--- config.mk ---
export PLATFORM = sky130hd
export DESIGN_NAME = hs_unit_reset_seq
export DESIGN_NICKNAME = d
export VERILOG_FILES = /design/src/rtl/hs_rst_pkg.sv /design/src/rtl/hs_unit_rst_sync_chain.sv /design/src/rtl/hs_unit_reset_seq.sv
export SDC_FILE = /design/constraint.sdc
export NUM_CORES = 1
export LEC_CHECK = 0
export CAP_MARGIN = 20
export CELL_PAD_IN_SITES_DETAIL_PLACEMENT = 1
export CELL_PAD_IN_SITES_GLOBAL_PLACEMENT = 1
export CORE_ASPECT_RATIO = 0.9
export CORE_MARGIN = 5
export CORE_UTILIZATION = 44
export CTS_BUF_LIST = sky130_fd_sc_hd__clkbuf_2 sky130_fd_sc_hd__clkbuf_4 sky130_fd_sc_hd__clkbuf_8
export CTS_CLUSTER_DIAMETER = 50
export DETAILED_ROUTE_END_ITERATION = 10
export PLACE_DENSITY_LB_ADDON = 0.2
export SKIP_CTS_REPAIR_TIMING = 1
export SLEW_MARGIN = 20
export SYNTH_ARGS = -nofsm -noshare
export SYNTH_HDL_FRONTEND = slang
export SYNTH_SLANG_ARGS = --single-unit
export TNS_END_PERCENT = 10
--- constraint.sdc ---
create_clock -name clk -period 2.8 [get_ports clk]
set_clock_uncertainty 0.05 [all_clocks]
set_input_delay 0.84 -clock clk [delete_from_list [all_inputs] [get_ports clk]]
set_output_delay 0.84 -clock clk [all_outputs]
set_load 0.02 [all_outputs]
--- src/rtl/hs_rst_pkg.sv ---
// hs_rst_pkg: shared FSM state type and counter sizing helper for the reset sequencer
package hs_rst_pkg;
  typedef enum logic [1:0] {HOLD, RELEASE, RUN} state_t;
  function automatic int cnt_width(input int a, input int b);
    return $clog2((a > b ? a : b) + 1);
  endfunction
endpackage

--- src/rtl/hs_unit_rst_sync_chain.sv ---
// hs_unit_rst_sync_chain: async-assert, sync-release reset synchroniser
module hs_unit_rst_sync_chain #(
  parameter int STAGES = 2
) (
  input  logic clk,
  input  logic aresetn,
  output logic sync_n
);
  logic [STAGES-1:0] ff;
  // shift ones in after release; any aresetn assertion clears the whole chain at once
  always_ff @(posedge clk or negedge aresetn)
    if (!aresetn) ff <= '0;
    else ff <= {ff[STAGES-2:0], 1'b1};
  assign sync_n = ff[STAGES-1];
endmodule

--- src/rtl/hs_unit_reset_seq.sv ---
// hs_unit_reset_seq: stretched, staggered release of NUM_OUT active-low resets
module hs_unit_reset_seq #(
  parameter int SYNC_STAGES    = 2,
  parameter int NUM_OUT        = 4,
  parameter int STRETCH_CYCLES = 16,
  parameter int RELEASE_GAP    = 4
) (
  input  logic               clk,
  input  logic               aresetn,
  input  logic               sw_rst_req,
  output logic [NUM_OUT-1:0] rst_outn,
  output logic               all_released,
  output logic               busy
);
  import hs_rst_pkg::*;
  localparam int CW = cnt_width(STRETCH_CYCLES, RELEASE_GAP);
  localparam logic [CW-1:0] ST_LAST = CW'(STRETCH_CYCLES - 1);
  localparam logic [CW-1:0] GAP_LAST = CW'(RELEASE_GAP - 1);
  if (SYNC_STAGES < 2 || SYNC_STAGES > 4) begin : g_bad_sync
    $fatal(1, "SYNC_STAGES out of range 2..4");
  end
  if (NUM_OUT < 1 || NUM_OUT > 8) begin : g_bad_num
    $fatal(1, "NUM_OUT out of range 1..8");
  end
  if (STRETCH_CYCLES < 1) begin : g_bad_stretch
    $fatal(1, "STRETCH_CYCLES must be >= 1");
  end
  if (RELEASE_GAP < 1) begin : g_bad_gap
    $fatal(1, "RELEASE_GAP must be >= 1");
  end
  state_t            state;
  logic [CW-1:0]     cnt;
  logic              sync_n;
  logic [NUM_OUT-1:0] nxt;
  logic              nxt_all;
  hs_unit_rst_sync_chain #(.STAGES(SYNC_STAGES)) u_sync (
    .clk     (clk),
    .aresetn (aresetn),
    .sync_n  (sync_n)
  );
  // outputs form a thermometer code, so releasing the next index is a shift-in of one
  always_comb begin
    nxt     = NUM_OUT'({rst_outn, 1'b1});
    nxt_all = &nxt;
  end
  // sequencer: stretch in HOLD, stagger releases in RELEASE, idle in RUN
  always_ff @(posedge clk or negedge aresetn)
    if (!aresetn) begin
      state        <= HOLD;
      cnt          <= '0;
      rst_outn     <= '0;
      all_released <= 1'b0;
      busy         <= 1'b1;
    end else if (sw_rst_req) begin
      state        <= HOLD;
      cnt          <= '0;
      rst_outn     <= '0;
      all_released <= 1'b0;
      busy         <= 1'b1;
    end else begin
      case (state)
        HOLD:
          if (!sync_n) cnt <= '0;
          else if (cnt == ST_LAST) begin
            cnt          <= '0;
            rst_outn     <= nxt;
            all_released <= nxt_all;
            busy         <= !nxt_all;
            state        <= nxt_all ? RUN : RELEASE;
          end else cnt <= cnt + 1'b1;
        RELEASE:
          if (cnt == GAP_LAST) begin
            cnt          <= '0;
            rst_outn     <= nxt;
            all_released <= nxt_all;
            busy         <= !nxt_all;
            state        <= nxt_all ? RUN : RELEASE;
          end else cnt <= cnt + 1'b1;
        RUN: cnt <= '0;
        default: state <= HOLD;
      endcase
    end
endmodule
== Word level (Yosys, flattened, before mapping) ==
Cells that the tools add are included.
Word-level totals
  register bits after elaboration: 15
  bits of input ports: 3
Operators by class
  add/subtract/negate cells: 1
  equality and inequality tests: 8
  muxes and demuxes: 26
  reductions and logical operators: 7
Operator list (number)
  $mux W5: 4
  $mux W4: 4
  $pmux W5 S3: 1
  $mux W2: 5
  $mux W1: 8
  $pmux W4 S2: 1
  $reduce_and A4 Y1: 2
  $ne A3 B3 Y1 const B: 2
  $pmux W2 S3: 1
  $add A5 B1 Y5 const B: 1
  $eq A5 B2 Y1 const B: 1
  $eq A5 B4 Y1 const B: 1
  $pmux W1 S2: 2
  $reduce_bool A4 Y1: 1
  $ne A3 B2 Y1 const B: 1
  $reduce_and A3 Y1: 1
  $reduce_bool A3 Y1: 1
  $eq A2 B1 Y1 const B: 1
  $eq A2 B2 Y1 const B: 1
  $logic_not A2 Y1: 1
  $ne A2 B2 Y1 const B: 1
  $logic_not A1 Y1: 1

== Logic depth before layout (Yosys ltp) ==
Gate-level depths: netlist of run 1.
  word-level depth: 6
  gate-level depth with buffers: 8
  mapped depth without buffers: 8

== By module ==
From an unflattened synthesis of run 1, not the netlist that was laid out.
Unflattened totals
  cells, all modules: 80
  area total of the unflattened synthesis: 820.8 µm²
By module, submodules not included
  hs_unit_reset_seq: times used 1, cells an instance 77, area an instance 767.0 µm², seq. area each 326.6 µm²
  hs_unit_rst_sync_chain: times used 1, cells an instance 3, area an instance 53.8 µm², seq. area each 50.0 µm²

== Worst setup path before layout of run 1 ==
Ideal clock, no wire load.
  path type: in2reg
  from: input sw_rst_req
  to: register cnt[1]
  library setup time: 120 ps
  arrival: 1829 ps
  path slack: 801 ps
  stages: 5
  buffers on the path: 1
  cells stage by stage: clkbuf_1 -> inv_1 -> a41o_1 -> and3_1 -> a31o_1
On the way
  cells in the longest elaborated chain, start to end: 1
  elaborated cells between the ends (all ways): 2
  classes of those cells: 1 x mux; 1 x reduce/logical
RTL lines
  from (decl): RTL line hs_unit_reset_seq.sv:10  | input logic sw_rst_req,
  $reduce_bool A4 Y1 (no source line) / $mux W5 (equally long branches)
  to (signal assigned): RTL line hs_unit_reset_seq.sv:70  | end else cnt <= cnt + 1'b1;
  to (signal assigned): RTL line hs_unit_reset_seq.sv:78  | end else cnt <= cnt + 1'b1;
  to (decl): RTL line hs_unit_reset_seq.sv:32  | logic [CW-1:0] cnt;
Several ways; a longest one is shown, not always the timed one.
A chain may end at the register's enable or synchronous reset.

== Worst setup path after layout of run 1 ==
  from: register busy
  to: output busy
RTL lines
  from (decl): RTL line hs_unit_reset_seq.sv:13  | output logic busy
  from (signal assigned): RTL line hs_unit_reset_seq.sv:68  | busy <= !nxt_all;
  from (signal assigned): RTL line hs_unit_reset_seq.sv:76  | busy <= !nxt_all;
No word-level cell between the ends.

==> flow_summary.json, run 1 <==
{
  "die_x_microns": 54.4,
  "yosys_warnings": 0,
  "start_kind": "flop",
  "htreeDepth": 1,
  "crit_family": "buffers and inverters",
  "irDropWorstVdd_v": 0.000308,
  "post-place-cells": 105,
  "worstPathRequired_ns": 1.91,
  "initial_core_util": 0.464,
  "gp_congestion": 0.747,
  "crit_path_end_kind": "output port",
  "reg2reg_from": "cnt[0]",
  "clock_tree.buffer_depth": 2,
  "ys_ff_latch": 15,
  "hpwl_microns": 1270,
  "nFillCells": 206,
  "cts_tree": "yes",
  "dieArea_sq_um": 2710,
  "drt_iter0_drc": 0,
  "grt_overflow": 0,
  "r2r-end": "rst_outn[3]",
  "diodes": 0,
  "synthFlopType": "dfrtp_1",
  "antenna_found_initial": 0,
  "clock.fmax_mhz": 430,
  "critPathKind": "reg2out",
  "stdcell_count": 109,
  "worst_slew_pin_slew_ns": 0.670,
  "min_period_ns": 2.32,
  "drv_cap": 0,
  "run_status": "complete, no violations",
  "synth_cell_type_count": 32,
  "report.final.slew_viol_count": 0,
  "timing.hold.ws_ns": 0.306,
  "syn_area_sq_um": 779,
  "syn_nets": 82,
  "setup_viol": 0,
  "rsz0062_at_grt": "false",
  "drive_gt1_frac": 0.118,
  "crit_cells": 1,
  "critPathBufInv": 1,
  "die_h_microns": 49.9,
  "async_flop_share": 1.00,
  "p_per_area_nw_per_um2": 503,
  "final.setup.tns_ns": 0,
  "totalWireLength_microns": 1600,
  "core_region_area_sq_um": 1680,
  "grt_pass1_vias": 592,
  "rows": 14,
  "synth_edf_count": 0,
  "cpPeakStageDelay_ns": 0.60,
  "gr-usage-all-layers": 0.144,
  "hold_violations": 0,
  "syn_avg_cell_area_sq_um": 10.7,
  "critical_path.cell_chain": "clkdlybuf4s50_1",
  "worstSkewPairLatency_ns": 0.29,
  "worstPathMaxFanout": 2,
  "firstDrtPassIters": 1,
  "nets": 95,
  "critical_path_arrival_ns": 1.43,
  "ios": 9,
  "cp-endpoint": "busy",
  "final_antenna_net_count": 0,
  "routedWlPerCell_microns": 14.6,
  "clkSinkCount": 15,
  "crit_start": "busy",
  "cts_root_buf": "clkbuf_4",
  "clk_pin_slew_ns": 0.10,
  "drc": 0,
  "numCtsBuffers": 3,
  "grt_max_degree": 16,
  "finalCritPeriodShare": 0.830,
  "route.vias.total": 601,
  "rr_worst_depth": 8,
  "reg2reg_setup_slack_ns": 0.68,
  "routed_via_density": 5.51,
  "p_leak_nw": 0.402,
  "area_growth_pct": 18.5,
  "slowest_stage": "clkdlybuf4s50_1",
  "grt_first_pass_wirelength_microns": 2780,
  "hp-class": "reg2reg",
  "io_buffers": 8,
  "syn_inst": 73,
  "slew_headroom": 0.552,
  "ys_seq_area_frac": 0.483
}
per-stage QoR:
stage	cell area (sq um)	utilization	power [mW]	setup WS (ns)
2_1_floorplan	779	-	0.304	0.801
3_3_place_gp	893	0.531	0.332	0.497
3_5_place_dp	893	0.531	0.336	0.451
5_1_grt	923	0.549	0.495	0.423
6_report	923	0.549	0.464	0.476
4_1_cts	923	0.549	0.471	0.464
placed cells by master, fill, tap and decap left out, types with 2 or more instances in the layout:
master / n
nor3_1: 2
o31ai_1: 2
inv_1: 9
dfrtp_1: 14
o21ai_0: 2
nor2_1: 3
a22o_1: 4
clkbuf_4: 4
clkdlybuf4s50_1: 8
ha_1: 6
nand2_1: 2
a21oi_1: 3
o22ai_1: 2
nand3_1: 3
and3_1: 2
synthesized netlist by cell type, drive strengths merged, types with 2 or more instances:
cell type  instances  area share
a211oi             2       0.035
a21oi              3       0.019
a22o               4       0.045
and3               2       0.016
dfrtp             14        0.45
ha                 6       0.096
inv                9       0.043
nand2              2      0.0096
nand3              3       0.019
nor2               4       0.022
nor3               2       0.013
o21ai              2       0.013
o22ai              2       0.016
o31ai              2       0.019
cells by family (layout without fill, tap and decap cells):
logic type      Yosys count  after routing  synth area share
compound gates           21             21             0.210
buf+inv                  10             22            0.0481
other cells               1              1           0.00481
flops                    15             15             0.483
fa+ha+maj                 6              6            0.0963
simple gates             20             20             0.157
metal layers:
layer  GRT usage  wire (microns)  up-vias
li1            -               -      291
met1       0.183             713      300
met2       0.217             807        8
met3      0.0663              66        2
met4      0.0373               8        0
met5           0               0        -
worst min-delay path by stage:
| stage | start | end | slack [ns] | cells after the start |
|---|---|---|---|---|
| floorplan | u_sync.ff[0] | u_sync.ff[1] | 0.28 | 0 |
| global placement | u_sync.ff[0] | u_sync.ff[1] | 0.29 | 0 |
| detailed placement | u_sync.ff[0] | u_sync.ff[1] | 0.29 | 0 |
| CTS | u_sync.ff[0] | u_sync.ff[1] | 0.31 | 0 |
| global route | u_sync.ff[0] | u_sync.ff[1] | 0.33 | 0 |
| finish | u_sync.ff[0] | u_sync.ff[1] | 0.31 | 0 |
where the power goes:
group / leakage [nW] / switching (mW) / internal, mW
registers: 0.200 / 0.00970 / 0.228
clock network: 0.0184 / 0.0685 / 0.0649
logic: 0.184 / 0.0570 / 0.0367
total: 0.402 / 0.135 / 0.329
sequential cells by signal, summed over array words and instances, names as in the netlist:
name / count
rst_outn: 4
u_sync.ff: 2
cnt: 5
state: 2
busy: 1
all_released: 1
final cells by class:
cell class | count | area, sq um | share of cell area
timing repair buffer | 9 | 87.6 | 0.0949
sequential | 15 | 377 | 0.408
multi-input combinational | 48 | 365 | 0.396
inverter | 9 | 33.8 | 0.0366
tap | 24 | 30.0 | 0.0325
clock buffer | 4 | 30.0 | 0.0325
No activity file was read; power rests on OpenSTA's default activity.
==> inputs of run 2 (changes only) <==
==> constraint.sdc (replaced) <==
create_clock -name clk -period 2.3 [get_ports clk]
set_clock_uncertainty 0.05 [all_clocks]
set_input_delay 0.69 -clock clk [delete_from_list [all_inputs] [get_ports clk]]
set_output_delay 0.69 -clock clk [all_outputs]
set_load 0.02 [all_outputs]
==> run 2 against run 1 <==
Count of clock-buffer cells in the layout is 1 lower. Flip-flop and latch count did not move. Sequential power grew 22%. Via count is 4.3% higher. Clock power up 18%. Critical endpoint unchanged. Die area unchanged. Cell area up 0.54%.
==> flow_summary.json, run 2 (synthesis results as in run 1) <==
{
  "run_status": "complete, no violations",
  "report.final.slew_viol_count": 0,
  "r2r-end": "state[0]",
  "clock.fmax_mhz": 461,
  "drv_cap": 0,
  "hpwl_microns": 1450,
  "core_region_area_sq_um": 1680,
  "grt_pass1_vias": 746,
  "grt_overflow": 0,
  "start_kind": "flop",
  "critical_path.cell_chain": "clkdlybuf4s50_1",
  "nets": 96,
  "timing.hold.ws_ns": 0.322,
  "reg2reg_from": "cnt[0]",
  "pwr-share-seq": 0.511,
  "regMostFlops": "cnt",
  "cts_root_buf": "clkbuf_4",
  "final_antenna_net_count": 0,
  "antenna_found_initial": 0,
  "grt_first_pass_wirelength_microns": 3240,
  "grt_max_degree": 16,
  "holdPathStages": 0,
  "routedWlPerCell_microns": 16.7,
  "die_h_microns": 49.9,
  "io_buffers": 8,
  "gr-usage-all-layers": 0.163,
  "slowest_stage": "clkdlybuf4s50_1",
  "min_period_ns": 2.17,
  "htreeDepth": 1,
  "numCtsBuffers": 3,
  "critical_path_arrival_ns": 1.43,
  "p_leak_nw": 0.406,
  "cts_tree": "yes",
  "gp_congestion": 0.713,
  "firstDrtPassIters": 4,
  "p_sw_mw": 0.178,
  "hold_violations": 0,
  "crit_path_end_kind": "output port",
  "final_cell_mix": "dfrtp_1 (14), inv_1 (9), clkdlybuf4s50_1 (8)",
  "ios": 9,
  "initial_core_util": 0.464,
  "rows": 14,
  "reg2reg_setup_slack_ns": 0.26,
  "slew_headroom": 0.668,
  "clock_tree.buffer_depth": 2,
  "die_x_microns": 54.4,
  "min_to": "u_sync.ff[1]",
  "drive_gt1_frac": 0.128,
  "final_common_cell": "dfrtp_1",
  "drc": 0,
  "crit_family": "buffers and inverters",
  "worst_slew_pin_slew_ns": 0.495,
  "hp-class": "reg2reg",
  "worstPathRequired_ns": 1.56,
  "p_per_area_nw_per_um2": 610,
  "finalCritPeriodShare": 0.943,
  "diodes": 0,
  "clkSinkCount": 15,
  "critPathKind": "reg2out",
  "dieArea_sq_um": 2710,
  "largest_reg_flops": 5,
  "drt_iter0_drc": 4,
  "p_int_mw": 0.388,
  "routed_via_density": 5.70,
  "final.setup.tns_ns": 0,
  "setup_viol": 0,
  "power_frac_comb": 0.212,
  "irDropWorstVdd_v": 0.000419,
  "worstSkewPairLatency_ns": 0.29,
  "p_sw_frac": 0.314,
  "rr_worst_depth": 5,
  "crit_cells": 1,
  "totalWireLength_microns": 1840,
  "rsz0062_at_grt": "false",
  "cpPeakStageDelay_ns": 0.60,
  "clk_pin_slew_ns": 0.10,
  "route.vias.total": 627,
  "area_growth_pct": 19.1,
  "min_from": "u_sync.ff[0]",
  "worstPathMaxFanout": 2,
  "clkPwrFrac": 0.278,
  "reg.largest.list": "cnt: 5 flops, rst_outn: 4 flops",
  "critPathBufInv": 1
}
run 2: layout make-up:
cell class / count / area (sq um)
Timing Repair Buffer: 10 / 95.1
Clock buffer: 3 / 22.5
Fill cell: 198 / 753
Multi-Input combinational cell: 48 / 365
Sequential cell: 15 / 377
Clock inverter: 1 / 5.00
Tap cell: 24 / 30.0
Inverter: 9 / 33.8
run 2: per-stage QoR:
step / setup WS, ns / util / total power [mW] / instance area [sq um] / std cells
after CTS: 0.120 / 0.552 / 0.574 / 928 / 110
after detailed placement: 0.102 / 0.536 / 0.413 / 901 / 106
after global placement: 0.162 / 0.536 / 0.406 / 901 / 106
after global routing: 0.0676 / 0.552 / 0.603 / 928 / 110
final: 0.132 / 0.552 / 0.566 / 928 / 110
after floorplan: 0.365 / - / 0.370 / 779 / 73
run 2: power by group through the flow:
stage,Combinational (mW),Sequential [mW],Clock (mW)
floorplan,0.0760,0.294,0
global route,0.132,0.291,0.180
detailed placement,0.119,0.294,0
global placement,0.113,0.293,0
CTS,0.119,0.289,0.166
finish,0.120,0.289,0.157
run 2: worst max path at each step:
stage | slack [ns] | from | endpoint
after global placement | 0.16 | sw_rst_req | cnt[0]
after detailed placement | 0.10 | sw_rst_req | cnt[2]
after floorplan | 0.37 | cnt[0] | rst_outn[1]
after global routing | 0.07 | cnt[0] | cnt[0]
final | 0.13 | busy | busy
after CTS | 0.12 | busy | busy
run 2: per-layer routing:
layer,global-route usage,vias up,routed length (microns)
li1,-,288,-
met1,0.184,322,760
met4,0.0539,0,30
met2,0.289,12,987
met3,0.0392,5,63
met5,0,-,0
==> inputs of run 3 (changes only) <==
--- a/config.mk
+++ b/config.mk
@@ -5,18 +5,19 @@
 export SDC_FILE = /design/constraint.sdc
 export NUM_CORES = 1
 export LEC_CHECK = 0
+export ABC_AREA = 1
 export CAP_MARGIN = 20
 export CELL_PAD_IN_SITES_DETAIL_PLACEMENT = 1
 export CELL_PAD_IN_SITES_GLOBAL_PLACEMENT = 1
 export CORE_ASPECT_RATIO = 0.9
 export CORE_MARGIN = 5
-export CORE_UTILIZATION = 44
+export CORE_UTILIZATION = 42
 export CTS_BUF_LIST = sky130_fd_sc_hd__clkbuf_2 sky130_fd_sc_hd__clkbuf_4 sky130_fd_sc_hd__clkbuf_8
 export CTS_CLUSTER_DIAMETER = 50
 export DETAILED_ROUTE_END_ITERATION = 10
 export PLACE_DENSITY_LB_ADDON = 0.2
 export SKIP_CTS_REPAIR_TIMING = 1
-export SLEW_MARGIN = 20
+export SLEW_MARGIN = 10
 export SYNTH_ARGS = -nofsm -noshare
 export SYNTH_HDL_FRONTEND = slang
 export SYNTH_SLANG_ARGS = --single-unit
==> run 3 against run 2 <==
Core utilization shrank 3.6 points. Largest cell class is now multi-input gates. Sequential share of layout area shrank 2.4 points. Routed wire length shrank 0.11%. Cell area grew 6.3%. Highest routed layer unchanged. Fmax shrank 0.83%. Die area grew 11%. Clock power is essentially flat.
==> flow_summary.json, run 3 <==
{
  "syn_inst": 105,
  "drt_iter0_drc": 20,
  "finalCritPeriodShare": 0.951,
  "syn_area_sq_um": 850,
  "synth_commonest_cells": "nand2_1 (26), inv_1 (15), dfrtp_1 (14), nand3_1 (9), nor2_1 (8)",
  "grt_pass1_vias": 755,
  "hold_violations": 0,
  "crit_path_end_kind": "output port",
  "core_region_area_sq_um": 1910,
  "start_kind": "flop",
  "crit_family": "buffers and inverters",
  "clkSinkCount": 15,
  "ys_ff_latch": 15,
  "antenna_found_initial": 0,
  "yosys.area.top_type": "dfrtp_1",
  "yosys_warnings": 0,
  "die_x_microns": 57.4,
  "firstDrtPassIters": 4,
  "critPathKind": "reg2out",
  "dieArea_sq_um": 3020,
  "critical_path.cell_chain": "clkdlybuf4s50_1",
  "final_antenna_net_count": 0,
  "gr-usage-all-layers": 0.149,
  "rows": 15,
  "reg.largest.list": "cnt: 5 flops, rst_outn: 4 flops",
  "gp_congestion": 0.911,
  "worstSkewPairLatency_ns": 0.29,
  "synth_cell_type_count": 20,
  "critPathBufInv": 1,
  "drive_gt1_frac": 0.111,
  "routed_via_density": 5.13,
  "synth.area.top_cells": "dfrtp_1 (41%), nand2_1 (11%), ha_1 (8.8%), inv_1 (6.6%), nand3_1 (5.3%)",
  "route.vias.total": 729,
  "clkPwrFrac": 0.159,
  "diodes": 0,
  "clk_pin_slew_ns": 0.09,
  "clock.fmax_mhz": 457,
  "die_h_microns": 52.7,
  "drc": 0,
  "nets": 127,
  "synth_top_area_share": 0.412,
  "largest_reg_flops": 5,
  "utilization": 0.516,
  "setup_viol": 0,
  "p_sw_mw": 0.418,
  "power.total_mw": 0.997,
  "area_growth_pct": 16.2,
  "hpwl_microns": 1490,
  "syn_avg_cell_area_sq_um": 8.09,
  "min_period_ns": 2.19,
  "worstPathRequired_ns": 1.56,
  "ys_seq_area_frac": 0.443,
  "p_sw_frac": 0.419,
  "initial_core_util": 0.444,
  "nFillCells": 244,
  "clock_tree.buffer_depth": 2,
  "pwr-share-seq": 0.395,
  "p_per_area_nw_per_um2": 1010,
  "report.final.slew_viol_count": 0,
  "numCtsBuffers": 3,
  "synthFlopType": "dfrtp_1",
  "irDropWorstVdd_v": 0.000588,
  "final.setup.tns_ns": 0,
  "cts_root_buf": "clkbuf_4",
  "critical_path_arrival_ns": 1.45,
  "htreeDepth": 1,
  "io_buffers": 8,
  "worstPathMaxFanout": 2,
  "routedWlPerCell_microns": 13.0,
  "cpPeakStageDelay_ns": 0.61,
  "ios": 9,
  "hp-class": "reg2reg",
  "run_status": "complete, no violations",
  "power_frac_comb": 0.446,
  "syn_nets": 114,
  "slowest_stage": "clkdlybuf4s50_1",
  "drv_cap": 0,
  "grt_first_pass_wirelength_microns": 3370,
  "grt_overflow": 0,
  "rsz0062_at_grt": "false",
  "p_int_mw": 0.579,
  "grt_max_degree": 12,
  "final_cell_mix": "nand2_1 (26), inv_1 (15), dfrtp_1 (14)",
  "synth.most_common_cell": "nand2_1",
  "cts_tree": "yes",
  "final_common_cell": "nand2_1",
  "totalWireLength_microns": 1840,
  "async_flop_share": 1.00,
  "p_leak_nw": 0.477,
  "synth_edf_count": 0,
  "regMostFlops": "cnt"
}
==> run 3: changes by cell type in the layout (fill, tap and decap cells not counted), moves of 3 or more <==
cell	previous run	this run
nand2_1	2	26
inv_1	9	15
nand3_1	3	9
nor2_1	3	8
a22o_1	4	0
o21ai_2	0	4
a21oi_1	3	6
o21ai_0	1	4
==> run 3: power groups by stage <==
stage	logic [mW]	registers [mW]	clock network [mW]
after floorplan	0.282	0.430	0
after global placement	0.435	0.397	0
after detailed placement	0.446	0.399	0
after CTS	0.454	0.395	0.162
after global routing	0.510	0.407	0.175
final	0.445	0.394	0.158
==> run 3: cell type report <==
class | count | area (sq um) | share of cell area
Clock buffer | 3 | 22.5 | 0.0228
Sequential cell | 15 | 377 | 0.381
Timing Repair Buffer | 9 | 87.6 | 0.0887
Tap cell | 25 | 31.3 | 0.0317
Multi-Input combinational cell | 73 | 402 | 0.407
Inverter | 16 | 60.1 | 0.0608
Clock inverter | 1 | 7.51 | 0.00760
==> run 3: final timing paths <==
check	cells past startpoint	end	slack (ns)	from
max	1	busy	0.11	busy
min	0	u_sync.ff[1]	0.31	u_sync.ff[0]
max reg2reg	9	rst_outn[0]	0.46	cnt[0]
min reg2reg	0	u_sync.ff[1]	0.31	u_sync.ff[0]
max in group asynchronous	2	busy	1.04	aresetn
min in group asynchronous	1	cnt[0]	0.63	aresetn
==> run 3: kinds of logic after synthesis <==
group | share of synthesized area
flip-flops | 0.443
adder cells (fa/ha/maj) | 0.0884
AO/OA/AOI/OAI | 0.137
buffers and inverters | 0.0839
AND/OR/NAND/NOR | 0.243
other | 0.00441
==> run 3: routing by layer <==
layer	wire length (microns)	vias to the layer above	GRT usage
li1	-	359	-
met1	878	358	0.185
met2	882	9	0.246
met3	68	3	0.0542
met4	10	0	0.0347
met5	0	-	0
==> run 3: through the flow <==
stage	instance area [sq um]	setup slack [ns]	instances	hold slack, ns
3_5_place_dp	957	0.0618	138	0.286
5_1_grt	987	0.0509	142	0.320
4_1_cts	987	0.0942	142	0.309
3_3_place_gp	957	0.151	138	0.284
6_report	987	0.114	142	0.306
2_1_floorplan	850	0.728	105	0.281
